<file path="src/rtl/packed_delay_line.sv">
// rtl/packed_delay_line.sv - programmable multi-channel clock-cycle delay line
//
// Carries a packed record of NUM_CH fields (CH_W bits each, ch0 in the LSBs)
// through a circular buffer so that a record sampled with in_valid=1 at edge k
// appears on out_valid/out_data after edge k+dly_q. The delay is programmable
// at run time (1..MAX_DLY); reprogramming flushes everything in flight.
//
// Optional feature macro: PDL_OCCUPANCY_EN (adds inflight/ovf_err outputs).
//
// Ports:
//   clk        in   1   clock, rising edge
//   rst_n      in   1   asynchronous active-low reset
//   cfg_load   in   1   pulse: load cfg_dly and flush the buffer
//   cfg_dly    in   AW  requested delay in cycles
//   in_valid   in   1   in_data valid this cycle
//   in_data    in   DW  packed input record
//   out_valid  out  1   out_data valid (registered)
//   out_data   out  DW  delayed record, holds when out_valid=0 (registered)
//   busy       out  1   high while refilling after reset or flush
//   dly_err    out  1   one-cycle pulse when cfg_dly is rejected
//   inflight   out  AW  valid records in the buffer (PDL_OCCUPANCY_EN only)
//   ovf_err    out  1   sticky occupancy overflow (PDL_OCCUPANCY_EN only)

module packed_delay_line #(
    parameter  int NUM_CH  = 3,
    parameter  int CH_W    = 1,
    parameter  int MAX_DLY = 32,
    parameter  int DLY_RST = 25,
    localparam int DW      = NUM_CH * CH_W,
    localparam int AW      = $clog2(MAX_DLY + 1)
) (
    input  logic          clk,
    input  logic          rst_n,
    input  logic          cfg_load,
    input  logic [AW-1:0] cfg_dly,
    input  logic          in_valid,
    input  logic [DW-1:0] in_data,
    output logic          out_valid,
    output logic [DW-1:0] out_data,
    output logic          busy,
    output logic          dly_err
`ifdef PDL_OCCUPANCY_EN
    ,
    output logic [AW-1:0] inflight,
    output logic          ovf_err
`endif
);

    localparam int            IW       = $clog2(MAX_DLY);
    localparam logic [AW:0]   MAX_E    = (AW+1)'(MAX_DLY);
    localparam logic [AW-1:0] MAX_A    = AW'(MAX_DLY);
    localparam logic [IW-1:0] LAST_IDX = IW'(MAX_DLY - 1);

    typedef enum logic [1:0] {ST_IDLE, ST_FILL, ST_RUN} state_t;

    state_t        r_state;
    logic [AW-1:0] r_dly;
    logic [AW-1:0] r_cnt;
    logic [IW-1:0] r_wptr;          // slot written most recently
    logic [MAX_DLY-1:0] r_vld;
    logic [DW-1:0] r_mem [MAX_DLY];
    logic          r_out_valid;
    logic [DW-1:0] r_out_data;
    logic          r_busy;
    logic          r_dly_err;

    logic          w_cfg_ok;
    logic          w_flush;
    logic          w_bad;
    logic [IW-1:0] w_widx;
    logic [AW:0]   w_rsum;
    logic [IW-1:0] w_ridx;
    logic          w_fill_done;
    logic          w_run_nxt;
    logic          w_out_fire;

    assign w_cfg_ok = (cfg_dly != '0) && (cfg_dly <= MAX_A);
    assign w_flush  = cfg_load & w_cfg_ok;
    assign w_bad    = cfg_load & ~w_cfg_ok;

    // Write slot is one past r_wptr, so read index (wptr - dly + 1) mod MAX_DLY
    // is the slot written dly edges ago. At dly=MAX_DLY read and write share a
    // slot and the read sees the old contents, which is exactly the oldest record.
    assign w_widx = (r_wptr == LAST_IDX) ? '0 : r_wptr + IW'(1);
    assign w_rsum = {{(AW+1-IW){1'b0}}, r_wptr} + MAX_E + (AW+1)'(1) - {1'b0, r_dly};
    assign w_ridx = (w_rsum >= MAX_E) ? IW'(w_rsum - MAX_E) : IW'(w_rsum);

    assign w_fill_done = (r_state == ST_FILL) && (r_cnt == r_dly - AW'(1));
    // Output is gated by the state being entered, so the first record after a
    // refill is not lost on the edge where FILL hands over to RUN.
    assign w_run_nxt   = !w_flush && ((r_state == ST_RUN) || w_fill_done);
    assign w_out_fire  = r_vld[w_ridx] & w_run_nxt;

    always_ff @(posedge clk or negedge rst_n) begin
        if (!rst_n) begin
            r_wptr <= '0;
            r_vld  <= '0;
        end else begin
            r_wptr <= w_widx;
            if (w_flush) begin
                r_vld <= '0;                    // flush wins over same-cycle input
            end else begin
                r_vld[w_widx] <= in_valid;
            end
        end
    end

    always_ff @(posedge clk) begin
        if (in_valid && !w_flush) begin
            r_mem[w_widx] <= in_data;
        end
    end

    always_ff @(posedge clk or negedge rst_n) begin
        if (!rst_n) begin
            r_state     <= ST_IDLE;
            r_dly       <= AW'(DLY_RST);
            r_cnt       <= '0;
            r_out_valid <= 1'b0;
            r_out_data  <= '0;
            r_busy      <= 1'b0;
            r_dly_err   <= 1'b0;
        end else begin
            r_dly_err   <= w_bad;
            r_out_valid <= w_out_fire;
            if (w_out_fire) begin
                r_out_data <= r_mem[w_ridx];
            end
            if (w_flush) begin
                r_dly <= cfg_dly;
            end
            r_busy <= w_flush || (r_state == ST_IDLE) ||
                      ((r_state == ST_FILL) && !w_fill_done);
            case (r_state)
                ST_IDLE: begin
                    r_state <= ST_FILL;
                    r_cnt   <= '0;
                end
                ST_FILL: begin
                    if (w_flush) begin
                        r_cnt <= '0;
                    end else if (w_fill_done) begin
                        r_state <= ST_RUN;
                    end else if (r_cnt != '1) begin
                        r_cnt <= r_cnt + AW'(1);
                    end
                end
                ST_RUN: begin
                    if (w_flush) begin
                        r_state <= ST_FILL;
                        r_cnt   <= '0;
                    end
                end
                default: r_state <= ST_IDLE;
            endcase
        end
    end

    assign out_valid = r_out_valid;
    assign out_data  = r_out_data;
    assign busy      = r_busy;
    assign dly_err   = r_dly_err;

`ifdef PDL_OCCUPANCY_EN
    logic [AW-1:0] r_inflight;
    logic          r_ovf;
    logic          w_acc;

    assign w_acc = in_valid & ~w_flush;

    always_ff @(posedge clk or negedge rst_n) begin
        if (!rst_n) begin
            r_inflight <= '0;
            r_ovf      <= 1'b0;
        end else if (w_flush) begin
            r_inflight <= '0;
        end else begin
            case ({w_acc, w_out_fire})
                2'b10: begin
                    if (r_inflight >= MAX_A) begin
                        r_ovf <= 1'b1;
                    end else begin
                        r_inflight <= r_inflight + AW'(1);
                    end
                end
                2'b01: begin
                    if (r_inflight != '0) begin
                        r_inflight <= r_inflight - AW'(1);
                    end
                end
                default: r_inflight <= r_inflight;
            endcase
        end
    end

    assign inflight = r_inflight;
    assign ovf_err  = r_ovf;
`endif

endmodule

</file>
<file path="config.mk">
export PLATFORM = sky130hd
export DESIGN_NAME = packed_delay_line
export DESIGN_NICKNAME = d
export VERILOG_FILES = /design/src/rtl/packed_delay_line.sv
export SDC_FILE = /design/constraint.sdc
export NUM_CORES = 1
export LEC_CHECK = 0
export CORE_MARGIN = 2
export CORE_UTILIZATION = 55
export DETAILED_ROUTE_END_ITERATION = 10
export GPL_TIMING_DRIVEN = 0
export MAX_ROUTING_LAYER = met4
export PLACE_DENSITY = 0.78
export SLEW_MARGIN = 40
export SYNTH_ARGS = -nofsm -noshare
export SYNTH_HDL_FRONTEND = slang
export SYNTH_SLANG_ARGS = --single-unit
</file>
<file path="constraint.sdc">
create_clock -name clk -period 3.7 [get_ports clk]
set_input_delay 0.74 -clock clk [delete_from_list [all_inputs] [get_ports clk]]
set_output_delay 0.74 -clock clk [all_outputs]
set_load 0.05 [all_outputs]
</file>
Yosys cells after proc, flatten, opt, wreduce, memory -nomap -nowiden
Memories as Yosys holds them, arrays and structs flattened. A register that Yosys moved wholly into a read port is not among the register bits.
Cells that the tools add are included.
W data, S select, Z words.
- memories kept: 1
- register bits after elaboration: 54
- memory bits (writable): 96
- input port bits: 13
- logic and storage cells: 71
- output and inout bits: 6
- memory list (memory ; words ; bits a word ; rd ports ; clocked after Yosys merged registers in ; wr ports ; line ; source):
    r_mem ; 32 ; 3 ; 1 ; 1 ; 1 ; 61 ; logic [DW-1:0] r_mem [MAX_DLY];
- eq/ne operators: 10
- reduce and logical (&&, ||, !) cells: 17
- add/sub/neg operators: 7
- bitwise gates (word level): 4
- muxes and demuxes: 19
- magnitude comparators: 5
- operator list (operator ; count):
    $bwmux W32 ; 1
    $mux W32 ; 1
    $mux W6 ; 4
    $pmux W6 S3 ; 1
    $lt A5 B6 Y1 const B ; 2
    $mux W5 ; 2
    $add A5 B6 Y7 const B ; 1
    $add A7 B1 Y7 const B ; 1
    $ge A7 B6 Y1 const B ; 1
    $sub A7 B6 Y7 ; 1
    $add A6 B1 Y6 const B ; 1
    $eq A6 B6 Y1 ; 1
    $le A6 B6 Y1 const B ; 1
    $logic_and A1 B1 Y1 ; 6
    $mux W2 ; 3
    $ne A2 B2 Y1 const B ; 3
    $ne A6 B6 Y1 const B ; 1
    $pmux W2 S3 ; 1
    $reduce_bool A6 Y1 ; 1
    $sub A6 B1 Y6 const B ; 1
    $add A5 B1 Y5 const B ; 1
    $bmux W1 S5 ; 1
    $demux W1 S5 ; 1
    $eq A5 B5 Y1 const B ; 1
    other kinds (15) ; 24

Logic depth before layout (Yosys ltp)
- word-level depth: 8
- gate-level depth with buffers: 13
- depth with buffers taken out: 12

Worst setup path before layout
No wires, ideal clock.
- path kind: input -> register
- from: in cfg_dly[0]
- to: mem r_mem[13][0] (netlist bit), enable pin
- path buffers: 2
- stages on the path: 7
- data required time: 3.379 ns
- path slack: 0.724 ns
- data arrival time: 2.655 ns
- library setup time: 0.321 ns
- cell sequence: or4_1 or3_4 and3_1 buf_6 or3b_1 buf_2 nor2_1
- word-level cells in the longest chain between the ends: 7
- elaborated cells on any way between the ends: 8
- those cells by class: 1 x order compare; 2 x mux; 1 x bitwise; 4 x reduce/logical
- RTL lines (element ; line ; source):
    start, declared ; 35 ; input logic [AW-1:0] cfg_dly,
    $le A6 B6 Y1 or $reduce_bool A6 Y1 (tied branches) ; 77 ; assign w_cfg_ok = (cfg_dly != '0) && (cfg_dly <= MAX_A);
    $logic_and A1 B1 Y1 (*) ; 77 ;
    $and A1 B1 Y1 (*) ; 78 ; assign w_flush = cfg_load & w_cfg_ok;
    $logic_not A1 Y1 (*) ; 109 ; if (in_valid && !w_flush) begin
    $logic_and A1 B1 Y1 (*) ; 109 ;
    $mux W1 (*) ; 109 ;
    $mux W1 (not written as such) (*) ; 110 ; r_mem[w_widx] <= in_data;
    end, declared ; 61 ;
Mark *: on every way between the ends. The rest lies on a longest branch, timed or not.

Worst setup path after layout
- from: reg r_dly[1]
- to: reg r_out_data[1], in the netlist out_data[1], read port of r_mem
- word-level cells in the longest chain between the ends: 6
- elaborated cells on any way between the ends: 12
- those cells by class: 3 x add/sub; 1 x order compare; 1 x eq/ne; 3 x mux; 1 x bitwise; 3 x reduce/logical
- RTL lines (element ; line ; source):
    start, declared ; 57 ; logic [AW-1:0] r_dly;
    start signal, assigned ; 117 ; r_dly <= AW'(DLY_RST);
    start signal, assigned ; 130 ; r_dly <= cfg_dly;
    $sub A7 B6 Y7 or $sub A6 B1 Y6 (tied branches) ; 85, 88 ;
    $ge A7 B6 Y1, or another cell as far along ; 86 ; assign w_ridx = (w_rsum >= MAX_E) ? IW'(w_rsum - MAX_E) : IW'(w_rsum);
    $mux W5 or $logic_and A1 B1 Y1 (tied branches) ; 86, 88 ;
    $bmux W1 S5 or $logic_or A1 B1 Y1 (tied branches) ; 92, 91 ;
    $mux W1 (not written as such) or $logic_and A1 B1 Y1 (tied branches) ; 92, 91 ;
    $and A1 B1 Y1 ; 92 ; assign w_out_fire = r_vld[w_ridx] & w_run_nxt;
    end, declared ; 63 ; logic [DW-1:0] r_out_data;
Parallel ways exist; a longest one is shown, timed or not. The select of a mux whose other input is x is not followed.
A chain may end at the register's enable or synchronous reset.

==> impl_metrics.ini <==
[global_route]
grt_pass1_wl_um = 25800
overflow = 0
track_usage_pct = 25.0
antenna_found_initial = 0
grt_pass1_vias = 4923
grt_max_degree = 44

[timing]
timing.slew.headroom_pct = 49.2
setup_ws_ns = 0.317
fin_setup_tns_ns = 0
finClkSkew_ns = 0.00771
hold_viol = 0
fmax_ghz = 0.296
whs_ns = 0.169
grt_setup_unrepaired = false
min_period_ns = 3.38
drv_slew = 0
worst_slew_pin_slew_ns = 0.757
setup_violations = 0
fin_crit_sh_pct = 91.4

[pwr]
vdd_ir_drop_max_uv = 345
p_int_mw = 3.16
power.switching_mw = 1.24
p_sw_share_pct = 28.1
p_leak_nw = 3.03
power.density_nw_per_um2 = 544
combPwrFrac_pct = 19.0
p_total_mw = 4.40
pwr-share-clk_pct = 37.2
pwr-share-seq_pct = 43.8

[synthesis]
syn_inst = 564
synth.net_count = 589
synth-edff-count = 96
synth_area_um2 = 7140
yosys_warnings = 0
yosysUniqueCellTypes = 57
yosysTopAreaCell = edfxtp_1
synth_commonest_cells = nor2_1 (103), edfxtp_1 (96), dfrtp_1 (54)
synth_area_leaders = edfxtp_1 (40%), dfrtp_1 (19%), mux4_2 (10%), nor2_1 (5.4%), mux2i_1 (3.4%)
ys_seq_elements = 153
synth.most_common_cell = nor2_1
syn_area_per_cell_um2 = 12.7
synth_top_area_share_pct = 40.4
async_flop_share_pct = 37.3
synth-seq-area-share_pct = 60.4
ys.flop_type = edfxtp_1

[cts]
cts.root.buffer_cell = clkbuf_16
clock_latency_ns = 0.43
post_cts_buffers = 0
cts-hold-fix-buffers = 0
cts_tree = built
cts_max_level = 4
clock_sinks = 153
cts_resized = 0
clk_pin_slew_ns = 0.06
numCtsBuffers = 17
cts_max_path_buffers = 2

[min_path]
hold_class = in -> async

[final_layout]
final_core_util_pct = 63.8
register_area_um2 = 4310
drive_gt1_share_pct = 14.7
finalNonFillerCells = 786
syn_to_final_growth_pct = 13.2
multiInputGateArea_um2 = 2620
nets = 626
stdcell_area_um2 = 8080
fillCellCount = 916
num_antenna_cells = 0

[placement]
port_buffers = 17
dpl_worst_slack_ns = -0.00233
post-place-cells = 754
globalplace.congestion = 0.927
hpwl_um = 10600
placed_area_um2 = 7530

[worst_setup_path]
cpPeakStageDelay_ns = 0.53
crit_slowest_cell = fa_1
path_max_fanout = 10
worstPathRequired_ns = 4.00
path_class = reg -> reg
cp-end-kind = flop
path_cells = ha_1, inv_1, ha_1, inv_1, fa_1, clkbuf_1, clkbuf_2, mux4_2, nor2_1, mux2i_1, nand4_1, mux2i_1
rrSetupSlack_ns = 0.32
ff2ff_path_depth = 12
r2r-end = out_data[1]
critPathLaunchType = flop
crit_family = adder cells
cp.buffers_inverters = 4
timing.rr.start = r_dly[1]
cp.arrival_ns = 3.68

[floorplan]
core_area_um2 = 12700
dieArea_um2 = 13900
start_util_pct = 56.3
io_pins = 19
fp.dieW_um = 118
row_count = 41
die_h_um = 118

[drt]
vias_per_cell = 6.13
drt_iter0_drc = 638
firstDrtPassIters = 6
post_drt_wl_per_cell_um = 20.2
drc = 0
postRouteAntennaNets = 0
num_vias = 4819
wl_um = 15900

[outcome]
status = complete, no violations

[run]
cap_violations = 0
## cell type report
cell class | count | share of cell area [%]
plain buffers | 30 | 1.61
clock buffers | 19 | 5.36
clock inverters | 13 | 1.47
inverters | 20 | 0.929
multi-input cells | 361 | 32.5
flip-flops and latches | 153 | 53.4
well taps | 172 | 2.66
repair buffers | 18 | 2.14
## flip-flops by register name (all words and copies together) (netlist names)
name,count
r_dly,6
r_vld,32
busy,1
dly_err,1
out_valid,1
r_cnt,6
r_state,2
out_data,3
r_mem,96
r_wptr,5
## layer usage
metal,wire [µm],part of all wire [%],vias up,track usage [%]
li1,-,-,2137,-
met1,6260,39,2412,30.7
met2,8170,51,239,41.7
met3,1150,7.2,31,5.18
met4,306,1.9,0,8.28
met5,0,0,-,-
## cell usage in the layout, fill, tap and decap left out, types with 3 or more instances in the layout
| master | synthesis | final |
|---|---|---|
| a21o_1 | 3 | 3 |
| a21oi_1 | 27 | 27 |
| and3_1 | 4 | 4 |
| buf_2 | 6 | 9 |
| clkbuf_1 | 21 | 22 |
| clkbuf_16 | 0 | 17 |
| clkdlybuf4s50_1 | 0 | 13 |
| clkinv_2 | 0 | 4 |
| dfrtp_1 | 54 | 54 |
| dfstp_2 | 3 | 3 |
| edfxtp_1 | 96 | 96 |
| ha_1 | 11 | 11 |
| inv_1 | 19 | 19 |
| inv_6 | 0 | 5 |
| mux2i_1 | 24 | 24 |
| mux4_2 | 32 | 32 |
| nand2_1 | 39 | 39 |
| nand2b_1 | 3 | 3 |
| nand3_1 | 13 | 13 |
| nand4_1 | 10 | 10 |
| nor2_1 | 103 | 103 |
| nor3_1 | 4 | 4 |
| o21ai_0 | 33 | 33 |
| o21ai_1 | 3 | 3 |
| or4_1 | 3 | 3 |
| xnor2_1 | 7 | 7 |
| xor2_1 | 9 | 9 |
## worst max path at each step
stage                     from           end  slack (ns)  cells after the start
finish                r_dly[1]   out_data[1]        0.32                     12
global route         r_wptr[1]   out_data[1]        0.12                     13
CTS                   r_dly[1]   out_data[1]        0.11                     12
detailed placement  cfg_dly[0]  r_mem[21][2]      -0.002                      8
global placement    cfg_dly[0]   r_mem[9][2]        0.06                      8
floorplan           cfg_dly[0]  r_mem[13][0]        0.72                      7
## worst reg2reg max path, delay by kind of cell (launching register included)
family | cells | cell delay [ns]
buffers and inverters | 4 | 0.97
flip-flops | 1 | 0.41
AND/OR/NAND/NOR | 2 | 0.29
multiplexers | 3 | 0.57
adder cells (fa/ha/maj) | 3 | 1.02
## power by group through the flow
stage	Clock [mW]	Sequential, mW	Combinational [mW]
6_report	1.64	1.93	0.834
5_1_grt	1.71	1.93	0.907
4_1_cts	1.64	1.93	0.833
3_5_place_dp	0	1.96	0.823
3_3_place_gp	0	1.96	0.790
2_1_floorplan	0	1.98	0.565
## cells by family (layout without fill, tap and decap cells)
kind of cell	count (synthesis)	count (layout)	share of synthesized area [%]
XOR/XNOR	16	16	1.96
adder cells (fa/ha/maj)	12	12	2.21
multiplexers	57	57	13.6
AO/OA/AOI/OAI	85	85	7.12
flip-flops	153	153	60.4
AND/OR/NAND/NOR	191	191	11.8
buffers and inverters	50	100	2.84
Power figures use the tool's default switching activity.
